## src/rtl/four_bit_using_one_bit_comp_pkg.sv

```systemverilog
// Shared types for the cascaded magnitude comparator.
// Holds the default operand width and the packed flag bundle that the top
// registers as one unit.
package four_bit_using_one_bit_comp_pkg;

  localparam int DEFAULT_WIDTH = 4;

  // Bit order matches the {lt,eq,gt} view used on the outputs.
  typedef struct packed {
    logic lt;
    logic eq;
    logic gt;
  } cmp_flags_t;

  localparam cmp_flags_t FLAGS_NONE = '{lt: 1'b0, eq: 1'b0, gt: 1'b0};

endpackage

```

## src/rtl/four_bit_using_one_bit_comp_one_bit_comp.sv

```systemverilog
// Single-bit comparator cell. This block is purely combinational.
// Ports:
//   a, b   : input bits
//   lt     : output, high when a=0 and b=1
//   eq     : output, high when the two bits match
//   gt     : output, high when a=1 and b=0
module one_bit_comp (
  input  logic a,
  input  logic b,
  output logic lt,
  output logic eq,
  output logic gt
);

  assign lt = ~a & b;
  assign eq = ~(a ^ b);
  assign gt = a & ~b;

endmodule

```

## src/rtl/four_bit_using_one_bit_comp.sv

```systemverilog
// Unsigned magnitude comparator built from WIDTH one-bit cells.
// The cells are scanned from MSB to LSB. The output flags are registered,
// which gives one cycle of latency.
// Ports:
//   clk     : clock, rising edge
//   rst     : synchronous, active-high; clears all flags ("no valid result")
//   a, b    : WIDTH-bit unsigned operands
//   lt/eq/gt: registered flags, exactly one of them is set once out of reset
module four_bit_using_one_bit_comp
  import four_bit_using_one_bit_comp_pkg::*;
#(
  parameter int WIDTH = DEFAULT_WIDTH
) (
  input  logic             clk,
  input  logic             rst,
  input  logic [WIDTH-1:0] a,
  input  logic [WIDTH-1:0] b,
  output logic             lt,
  output logic             eq,
  output logic             gt
);

  logic [WIDTH-1:0] lt_c;
  logic [WIDTH-1:0] eq_c;
  logic [WIDTH-1:0] gt_c;

  // all_eq_above[i+1] is high when every bit above bit i is equal.
  // The top entry is the empty prefix, so it is tied to 1.
  // all_eq_above[0] is high when every bit is equal.
  logic [WIDTH:0]   all_eq_above;

  cmp_flags_t       flags_nxt;
  cmp_flags_t       flags_q;

  for (genvar i = 0; i < WIDTH; i++) begin : g_cell
    one_bit_comp u_cell (
      .a  (a[i]),
      .b  (b[i]),
      .lt (lt_c[i]),
      .eq (eq_c[i]),
      .gt (gt_c[i])
    );
  end

  assign all_eq_above[WIDTH] = 1'b1;
  for (genvar i = WIDTH - 1; i >= 0; i--) begin : g_chain
    assign all_eq_above[i] = all_eq_above[i+1] & eq_c[i];
  end

  // Only the first differing bit, counting from the MSB, can decide the
  // result. Every lower bit is masked off by the prefix-equal chain.
  assign flags_nxt.gt = |(all_eq_above[WIDTH:1] & gt_c);
  assign flags_nxt.lt = |(all_eq_above[WIDTH:1] & lt_c);
  assign flags_nxt.eq = all_eq_above[0];

  always_ff @(posedge clk) begin
    if (rst) flags_q <= FLAGS_NONE;
    else     flags_q <= flags_nxt;
  end

  assign lt = flags_q.lt;
  assign eq = flags_q.eq;
  assign gt = flags_q.gt;

endmodule

```

## config.mk

```make
export PLATFORM = sky130hd
export DESIGN_NAME = four_bit_using_one_bit_comp
export DESIGN_NICKNAME = d
export VERILOG_FILES = /design/src/rtl/four_bit_using_one_bit_comp_pkg.sv /design/src/rtl/four_bit_using_one_bit_comp_one_bit_comp.sv /design/src/rtl/four_bit_using_one_bit_comp.sv
export SDC_FILE = /design/constraint.sdc
export NUM_CORES = 1
export LEC_CHECK = 0
export ABC_AREA = 0
export BUFFER_PORTS_ARGS = -buffer_cell sky130_fd_sc_hd__buf_4
export CAP_MARGIN = 20
export CORE_AREA = 5 5 42 44
export DETAILED_ROUTE_END_ITERATION = 12
export DIE_AREA = 0 0 47 49
export PLACE_DENSITY = 0.52
export SLEW_MARGIN = 20
export SYNTH_ARGS = -nofsm -noshare
export SYNTH_HDL_FRONTEND = slang
export SYNTH_SLANG_ARGS = --single-unit
```

## constraint.sdc

```tcl
create_clock -name clk -period 1.2 [get_ports clk]
set_input_delay 0.12 -clock clk [delete_from_list [all_inputs] [get_ports clk]]
set_output_delay 0.12 -clock clk [all_outputs]
set_load 0.05 [all_outputs]
```

After elaboration in Yosys (flattened, before gate mapping)

Cells that the tools add are included.

Bitwise operators: 29
Reductions and logical operators: 2

Operators with widths:

| cell               | number |
|---|---|
| NOT 1 bit          | 12 |
| AND 1 bit          | 11 |
| AND 4 bit          | 2 |
| OR reduction 4 bit | 2 |
| XOR 1 bit          | 4 |

Bits in registers: 3
Bits of input ports: 10
Output and inout bits: 3
Logic and storage cells: 34

Depth between registers and ports, before layout

Gate-level depths: netlist of the first run.

Depth in word-level cells: 6
Gate-level depth with buffers: 4
Mapped depth without buffers: 4

Hierarchy

From an unflattened synthesis of the first run, not the netlist that was laid out.

Cells, all modules: 30
Area total of the unflattened synthesis: 275.3 µm²

By module, submodules not included:

| module                      | times used | cells each | area each (µm²) | sequential area each (µm²) |
|---|---|---|---|---|
| four_bit_using_one_bit_comp | 1          | 14         | 145.1           | 60.1 |
| one_bit_comp                | 4          | 4          | 32.5            | 0.0 |

Least setup slack after synthesis of the first run

No wires, ideal clock.

Path type: input -> register
Start: in a[1]
End: reg flags_q, in the netlist lt
Setup time: 0.133 ns
Arrival: 0.701 ns
Required time: 1.067 ns
Slack: 0.367 ns
Stages on the path: 4
Buffers on the path: 0
Cell sequence: inv_1 > ha_1 > a21oi_1 > o221ai_1

Cells in the longest elaborated chain, start to end: 5
Elaborated cells between the ends (all ways): 7
Classes of those cells: bitwise: 6; reduce/logical: 1

RTL lines:

| what                   | RTL line                                       | text |
|---|---|---|
| start: declaration     | four_bit_using_one_bit_comp.sv:16              | `input logic [WIDTH-1:0] a,` |
| XOR 1 bit              | four_bit_using_one_bit_comp_one_bit_comp.sv:16 | `assign eq = ~(a ^ b);` |
| NOT 1 bit              | four_bit_using_one_bit_comp_one_bit_comp.sv:16 |  |
| AND 1 bit              | four_bit_using_one_bit_comp.sv:47              | `assign all_eq_above[i] = all_eq_above[i+1] & eq_c[i];` |
| AND 4 bit (*)          | four_bit_using_one_bit_comp.sv:53              | `assign flags_nxt.lt = \|(all_eq_above[WIDTH:1] & lt_c);` |
| OR reduction 4 bit (*) | four_bit_using_one_bit_comp.sv:53              |  |
| end signal: assignment | four_bit_using_one_bit_comp.sv:58              | `else flags_q <= flags_nxt;` |
| end: declaration       | four_bit_using_one_bit_comp.sv:33              | `cmp_flags_t flags_q;` |

Mark *: on every way between the ends. The rest lies on a longest branch, timed or not.
A chain may end at the register's enable or synchronous reset.

Worst setup path after layout of the first run

Start: reg flags_q, in the netlist eq
End: out eq

RTL lines:

| what             | RTL line                          | text |
|---|---|---|
| end: declaration | four_bit_using_one_bit_comp.sv:19 | `output logic eq,` |

No word-level cell between the ends.

==> flow_summary.html, run 1 <==
<table>
<tr><th>Metric</th><th>Value</th></tr>
<tr><th colspan="2">Placement</th></tr>
<tr><td>Count of buffers from port buffering</td><td>12</td></tr>
<tr><td>Post-detail-place hpwl</td><td>around 460 um</td></tr>
<tr><td>Worst-case setup slack after placement</td><td>between 0.2 and 0.25 ns</td></tr>
<tr><td>GP Congestion</td><td>roughly 0.65</td></tr>
<tr><th colspan="2">Yosys</th></tr>
<tr><td>Warnings, synthesis</td><td>0</td></tr>
<tr><td>Number of nets in the synthesized netlist</td><td>48</td></tr>
<tr><td>Number of cells produced by synthesis</td><td>30</td></tr>
<tr><td>Area of the mapped netlist</td><td>~260 sq um</td></tr>
<tr><td>Mean instance size in the synthesized netlist</td><td>roughly 8.6 sq um</td></tr>
<tr><td>Synth Register Bits</td><td>3</td></tr>
<tr><td>Library cells used by synthesis</td><td>10</td></tr>
<tr><td>Fraction of the yosys area taken by sequential cells</td><td>23.2%</td></tr>
<tr><th colspan="2">Clock tree</th></tr>
<tr><td>Clock tree from TritonCTS</td><td>yes</td></tr>
<tr><td>Setup bufs post-CTS</td><td>0</td></tr>
<tr><td>CTS Buffer Depth</td><td>2</td></tr>
<tr><td>Number of clock sinks seen by CTS</td><td>3</td></tr>
<tr><td>H-tree depth</td><td>1</td></tr>
<tr><td>Cts bufs inserted</td><td>3</td></tr>
<tr><td>Clock slew at the register clock pins of the worst setup and hold paths</td><td>0.03 ns</td></tr>
<tr><td>Total of cells resized after clock tree synthesis</td><td>0</td></tr>
<tr><td>Hold Buf Count CTS</td><td>0</td></tr>
<tr><td>Clock root buffer</td><td>clkbuf_4</td></tr>
<tr><th colspan="2">Critical path</th></tr>
<tr><td>Delay-heaviest family, CP</td><td>flip-flops</td></tr>
<tr><td>Crit-path max FO</td><td>1</td></tr>
<tr><td>Data required time at the worst endpoint</td><td>approximately 1.1 ns</td></tr>
<tr><td>Capturing element type of the critical path</td><td>output port</td></tr>
<tr><td>Critical setup path kind</td><td>register to output port</td></tr>
<tr><td>Worst Path Arrival</td><td>just over 0.7 ns</td></tr>
<tr><td>Startpoint type of the worst setup path</td><td>register</td></tr>
<tr><td>Worst stage delay on the critical path</td><td>~0.30 ns</td></tr>
<tr><td>CP Cell Sequence</td><td>buf_4</td></tr>
<tr><td>Max stage delay cell, worst path</td><td>dfxtp_1</td></tr>
<tr><td>Sum of buffers and inverters on the critical path</td><td>1</td></tr>
<tr><th colspan="2">Final layout</th></tr>
<tr><td>Count of inserted antenna diode cells</td><td>0</td></tr>
<tr><td>Share of post-route cells with drive strength above 1</td><td>between 30% and 40%</td></tr>
<tr><td>Area grow syn2layout</td><td>52.7%</td></tr>
<tr><td>Leading cell type in the layout, fill and taps excluded</td><td>buf_4</td></tr>
<tr><td>Most used cells in the layout excluding fill and tap cells</td><td>buf_4, inv_1, ha_1</td></tr>
<tr><td>Total Nets Final</td><td>65</td></tr>
<tr><td>Post-Route Utilization</td><td>around 28%</td></tr>
<tr><th colspan="2">Power and ir drop</th></tr>
<tr><td>Leak</td><td>between 0.2 and 0.25 nW</td></tr>
<tr><td>Highest ir drop seen on vdd</td><td>0.177 mV</td></tr>
<tr><td>Cell-internal power</td><td>roughly 0.28 mW</td></tr>
<tr><td>Power share of the combinational group</td><td>approximately 28%</td></tr>
<tr><td>Clock network power share</td><td>about 45%</td></tr>
<tr><td>Switching share of total power</td><td>about 28%</td></tr>
<tr><td>Pwr dens</td><td>989 nW/um^2</td></tr>
<tr><td>Share of total power in sequential cells</td><td>~28%</td></tr>
<tr><td>Switching Power</td><td>roughly 0.11 mW</td></tr>
<tr><th colspan="2">Floorplan</th></tr>
<tr><td>Core ar.</td><td>about 1400 sq um</td></tr>
<tr><td>Total die area</td><td>between 2000 and 2500 sq um</td></tr>
<tr><td># rows</td><td>14</td></tr>
<tr><td>Horizontal die dimension</td><td>47 um</td></tr>
<tr><td>I/O pins</td><td>13</td></tr>
<tr><td>Vertical die dimension</td><td>between 40 and 50 um</td></tr>
<tr><td>Starting density of the core</td><td>between 10% and 20%</td></tr>
<tr><th colspan="2">Timing</th></tr>
<tr><td>Fin. Hold Viols</td><td>0</td></tr>
<tr><td>Slew at the pin with the worst max-slew slack</td><td>roughly 0.16 ns</td></tr>
<tr><td>Post-route setup TNS</td><td>0 ns</td></tr>
<tr><td>Smallest setup slack after layout</td><td>~0.36 ns</td></tr>
<tr><td>Setup repair after global routing missed its margin</td><td>false</td></tr>
<tr><td>Slew Viols, Final</td><td>0</td></tr>
<tr><td>Crit share post-route</td><td>a little over two thirds</td></tr>
<tr><td>Max Clock Freq</td><td>approximately 1200 MHz</td></tr>
<tr><td>Worst slew margin</td><td>between 80% and 90%</td></tr>
<tr><td>Shortest period the worst path allows</td><td>0.841 ns</td></tr>
<tr><td>Count of endpoints failing setup in the final report</td><td>0</td></tr>
<tr><th colspan="2">GRT</th></tr>
<tr><td>Tot GR Track Use</td><td>~5.5%</td></tr>
<tr><td>Vias in the first global route</td><td>222</td></tr>
<tr><td>Final global-route overflow total</td><td>0</td></tr>
<tr><td>Wire length of the first global-routing pass</td><td>around 850 um</td></tr>
<tr><td>Pin count of the biggest net entering global routing</td><td>7</td></tr>
<tr><td>Number of antenna violations at the first check in global routing</td><td>0</td></tr>
<tr><th colspan="2">Routing</th></tr>
<tr><td>Routed WL per cell</td><td>between 8 and 9 um</td></tr>
<tr><td>DRC violations left</td><td>0</td></tr>
<tr><td>Total number of vias</td><td>roughly 230</td></tr>
<tr><td>DRC violation total after the first TritonRoute iteration</td><td>0</td></tr>
<tr><td>Overall routed net length</td><td>between 500 and 600 um</td></tr>
<tr><td>Number of antenna-violating nets in the routed design</td><td>0</td></tr>
<tr><td>DR pass1 iterations</td><td>1</td></tr>
<tr><td>Ratio of routed vias to standard cells</td><td>3.77</td></tr>
<tr><th colspan="2">Flow run</th></tr>
<tr><td>Number of violations of the max-capacitance limit</td><td>0</td></tr>
<tr><th colspan="2">Outcome</th></tr>
<tr><td>Outcome</td><td>completed</td></tr>
<tr><th colspan="2">Worst hold path</th></tr>
<tr><td>Hold WC Path Type</td><td>primary input to register</td></tr>
</table>
[state kept, by name (all words and copies together), names as in the netlist]
signal and flops:
eq 1, lt 1, gt 1
[area by class of cell]
class	count	area, sq um
Multi-Input combinational cell	18	165
Clock buffer	4	26.3
Inverter	9	33.8
Sequential cell	3	60.1
Timing Repair Buffer	12	90.1
Tap cell	16	20.0
Fill cell	170	1010
[stage by stage]
step                std cells  power [mW]  hold WS (ns)  cell area, sq um
floorplan                  30       0.173         0.192               259
global placement           58       0.219         0.329               369
detailed placement         58       0.220         0.335               369
CTS                        62       0.403        0.0895               395
global route               62       0.426        0.0938               395
finish                     62       0.391        0.0943               395
[cells by family after synthesis]
logic type | Yosys count | share of synthesized area (%)
buf+inv | 9 | 13.0
flops | 3 | 23.2
simple gates | 6 | 14.5
compound gates | 4 | 10.6
fa+ha+maj | 8 | 38.6
[synth_stat cells (all sizes together)]
library cell / count / area share, %
a21oi: 2 / 3.9
dfxtp: 3 / 23
ha: 8 / 39
inv: 9 / 13
nand2: 1 / 1.4
nand2b: 1 / 3.4
nand3b: 2 / 5.8
nand4: 1 / 2.4
nor2: 1 / 1.4
o221ai: 2 / 6.8
[power groups by stage]
stage	Sequential, mW	Clock [mW]	Combinational (mW)
2_1_floorplan	0.136	0	0.0369
3_3_place_gp	0.111	0	0.109
3_5_place_dp	0.111	0	0.110
4_1_cts	0.109	0.185	0.110
5_1_grt	0.110	0.197	0.120
6_report	0.109	0.175	0.108
[layer usage]
metal  vias up  global-route usage (%)  part of all wire, %
met5         -                       0                    0
met4         0                    5.53                    0
met3         0                    2.58                  9.9
met2         7                    7.69                   53
met1        98                    5.46                   37
li1        129                       -                    -
[worst paths after layout]
path                  startpoint  endpoint  cells past startpoint
worst max-delay path          eq        eq                      1
worst min-delay path         rst        eq                      2
Note: power is estimated with default switching activity, not from simulation.
==> run 2, diff against run 1 <==
Clock period 1.2 ns to 0.86 ns, I/O delays scaled along.
==> flow_summary.html, run 2 (synthesis gave the netlist of run 1 again) <==
<table>
<tr><th>Metric</th><th>Value</th></tr>
<tr><th colspan="2">Routing</th></tr>
<tr><td>Number of antenna-violating nets in the routed design</td><td>0</td></tr>
<tr><td>DRC violation total after the first TritonRoute iteration</td><td>0</td></tr>
<tr><td>Overall routed net length</td><td>532 um</td></tr>
<tr><td>DR pass1 iterations</td><td>1</td></tr>
<tr><td>Routed WL per cell</td><td>8.18 um</td></tr>
<tr><td>Total number of vias</td><td>about 260</td></tr>
<tr><td>Ratio of routed vias to standard cells</td><td>3.92</td></tr>
<tr><td>DRC violations left</td><td>0</td></tr>
<tr><th colspan="2">Clock tree</th></tr>
<tr><td>Clock slew at the register clock pins of the worst setup and hold paths</td><td>roughly 0.04 ns</td></tr>
<tr><td>Cts bufs inserted</td><td>3</td></tr>
<tr><td>H-tree depth</td><td>1</td></tr>
<tr><td>Hold Buf Count CTS</td><td>0</td></tr>
<tr><td>Clock tree from TritonCTS</td><td>yes</td></tr>
<tr><td>CTS Buffer Depth</td><td>2</td></tr>
<tr><td>Total of cells resized after clock tree synthesis</td><td>0</td></tr>
<tr><td>Clock root buffer</td><td>clkbuf_4</td></tr>
<tr><td>Number of clock sinks seen by CTS</td><td>3</td></tr>
<tr><td>Setup bufs post-CTS</td><td>0</td></tr>
<tr><th colspan="2">Placement</th></tr>
<tr><td>Post-detail-place hpwl</td><td>between 400 and 500 um</td></tr>
<tr><td>GP Congestion</td><td>0.616</td></tr>
<tr><td>Instance area at placement</td><td>about 390 sq um</td></tr>
<tr><td>Count of buffers from port buffering</td><td>12</td></tr>
<tr><th colspan="2">GRT</th></tr>
<tr><td>Wire length of the first global-routing pass</td><td>814 um</td></tr>
<tr><td>Final global-route overflow total</td><td>0</td></tr>
<tr><td>Number of antenna violations at the first check in global routing</td><td>0</td></tr>
<tr><td>Pin count of the biggest net entering global routing</td><td>7</td></tr>
<tr><td>Vias in the first global route</td><td>about 250</td></tr>
<tr><td>Tot GR Track Use</td><td>under 10%</td></tr>
<tr><th colspan="2">Final layout</th></tr>
<tr><td>Register area</td><td>~60 sq um</td></tr>
<tr><td>Share of post-route cells with drive strength above 1</td><td>around two fifths</td></tr>
<tr><td>Total Nets Final</td><td>68</td></tr>
<tr><td>Multi-input logic area</td><td>165 sq um</td></tr>
<tr><td>Count of inserted antenna diode cells</td><td>0</td></tr>
<tr><td>Fill count</td><td>157</td></tr>
<tr><td>Area grow syn2layout</td><td>61.4%</td></tr>
<tr><td>Most used cells in the layout excluding fill and tap cells</td><td>buf_4, inv_1, ha_1</td></tr>
<tr><td>Final std cell area, no fill</td><td>around 420 sq um</td></tr>
<tr><td>Leading cell type in the layout, fill and taps excluded</td><td>buf_4</td></tr>
<tr><th colspan="2">Worst hold path</th></tr>
<tr><td>Hold WC Path Type</td><td>primary input to register</td></tr>
<tr><td>Hold path start</td><td>rst</td></tr>
<tr><td>Destination of the worst hold path</td><td>eq</td></tr>
<tr><td>Worst Hold Depth</td><td>2</td></tr>
<tr><th colspan="2">Critical path</th></tr>
<tr><td>Worst stage delay on the critical path</td><td>around 0.31 ns</td></tr>
<tr><td>Sum of buffers and inverters on the critical path</td><td>1</td></tr>
<tr><td>Delay-heaviest family, CP</td><td>flip-flops</td></tr>
<tr><td>CP Cell Sequence</td><td>buf_4</td></tr>
<tr><td>Worst Path Arrival</td><td>0.73 ns</td></tr>
<tr><td>Data required time at the worst endpoint</td><td>slightly below 0.8 ns</td></tr>
<tr><td>Startpoint type of the worst setup path</td><td>register</td></tr>
<tr><td>Max stage delay cell, worst path</td><td>dfxtp_1</td></tr>
<tr><td>Capturing element type of the critical path</td><td>output port</td></tr>
<tr><td>Crit-path max FO</td><td>1</td></tr>
<tr><td>Critical setup path kind</td><td>register to output port</td></tr>
<tr><th colspan="2">Outcome</th></tr>
<tr><td>Outcome</td><td>completed</td></tr>
<tr><th colspan="2">Timing</th></tr>
<tr><td>Post-route setup TNS</td><td>0 ns</td></tr>
<tr><td>Setup repair after global routing missed its margin</td><td>false</td></tr>
<tr><td>Slew Viols, Final</td><td>0</td></tr>
<tr><td>Max Clock Freq</td><td>between 1000 and 1500 MHz</td></tr>
<tr><td>Slew at the pin with the worst max-slew slack</td><td>roughly 0.17 ns</td></tr>
<tr><td>Count of endpoints failing setup in the final report</td><td>0</td></tr>
<tr><td>Fin. Hold Viols</td><td>0</td></tr>
<tr><td>Shortest period the worst path allows</td><td>0.817 ns</td></tr>
<tr><td>Worst slew margin</td><td>about nine tenths</td></tr>
<tr><td>WHS</td><td>0.0453 ns</td></tr>
<tr><td>Crit share post-route</td><td>between 90 and 100%</td></tr>
<tr><th colspan="2">Floorplan</th></tr>
<tr><td>I/O pins</td><td>13</td></tr>
<tr><td>Total die area</td><td>2300 sq um</td></tr>
<tr><td>Vertical die dimension</td><td>between 40 and 50 um</td></tr>
<tr><td>Horizontal die dimension</td><td>47 um</td></tr>
<tr><td>Core ar.</td><td>roughly 1400 sq um</td></tr>
<tr><td>Starting density of the core</td><td>between 15 and 20%</td></tr>
<tr><td># rows</td><td>14</td></tr>
<tr><th colspan="2">Power and ir drop</th></tr>
<tr><td>Highest ir drop seen on vdd</td><td>roughly 0.25 mV</td></tr>
<tr><td>Pwr dens</td><td>roughly 1300 nW/um^2</td></tr>
<tr><td>Leak</td><td>0.237 nW</td></tr>
<tr><th colspan="2">Flow run</th></tr>
<tr><td>Number of violations of the max-capacitance limit</td><td>0</td></tr>
</table>
[run 2: worst max path at each step]
stage	from	to	slack, ns	depth (start not counted)
after floorplan	a[1]	lt	0.06	4
after global placement	a[1]	gt	-0.07	5
after detailed placement	a[1]	lt	-0.11	5
after CTS	lt	lt	0.03	1
after global routing	lt	lt	0.02	1
final	lt	lt	0.04	1
[run 2: layout make-up]
cell class              instances  area share [%]
flip-flops and latches          3            14.4
multi-input cells              18            39.5
inverters                       9            8.08
repair buffers                 15            26.9
well taps                      16            4.79
clock buffers                   4            6.29
[run 2: metal layers]
metal	GRT usage (%)	up-vias	share of wire, %
met5	0	-	0
met4	9.68	0	5.3
met3	0.369	2	11
met2	7.92	9	51
met1	4.18	108	33
li1	-	136	-
[run 2: metrics by stage]
stage	total power, mW	setup WS, ns	utilization, %	std cells
2_1_floorplan	0.241	0.0606	-	30
3_3_place_gp	0.317	-0.0686	27.9	61
3_5_place_dp	0.318	-0.105	27.9	61
4_1_cts	0.576	0.0270	29.8	65
5_1_grt	0.598	0.0157	29.8	65
6_report	0.561	0.0433	29.8	65
[run 2: power breakdown]
| group | internal (mW) | total [mW] | switching (mW) | leakage (nW) |
|---|---|---|---|---|
| registers | 0.150 | 0.152 | 0.00253 | 0.0247 |
| clock network | 0.174 | 0.249 | 0.0748 | 0.0150 |
| logic | 0.0763 | 0.160 | 0.0838 | 0.197 |
| total | 0.400 | 0.561 | 0.161 | 0.237 |
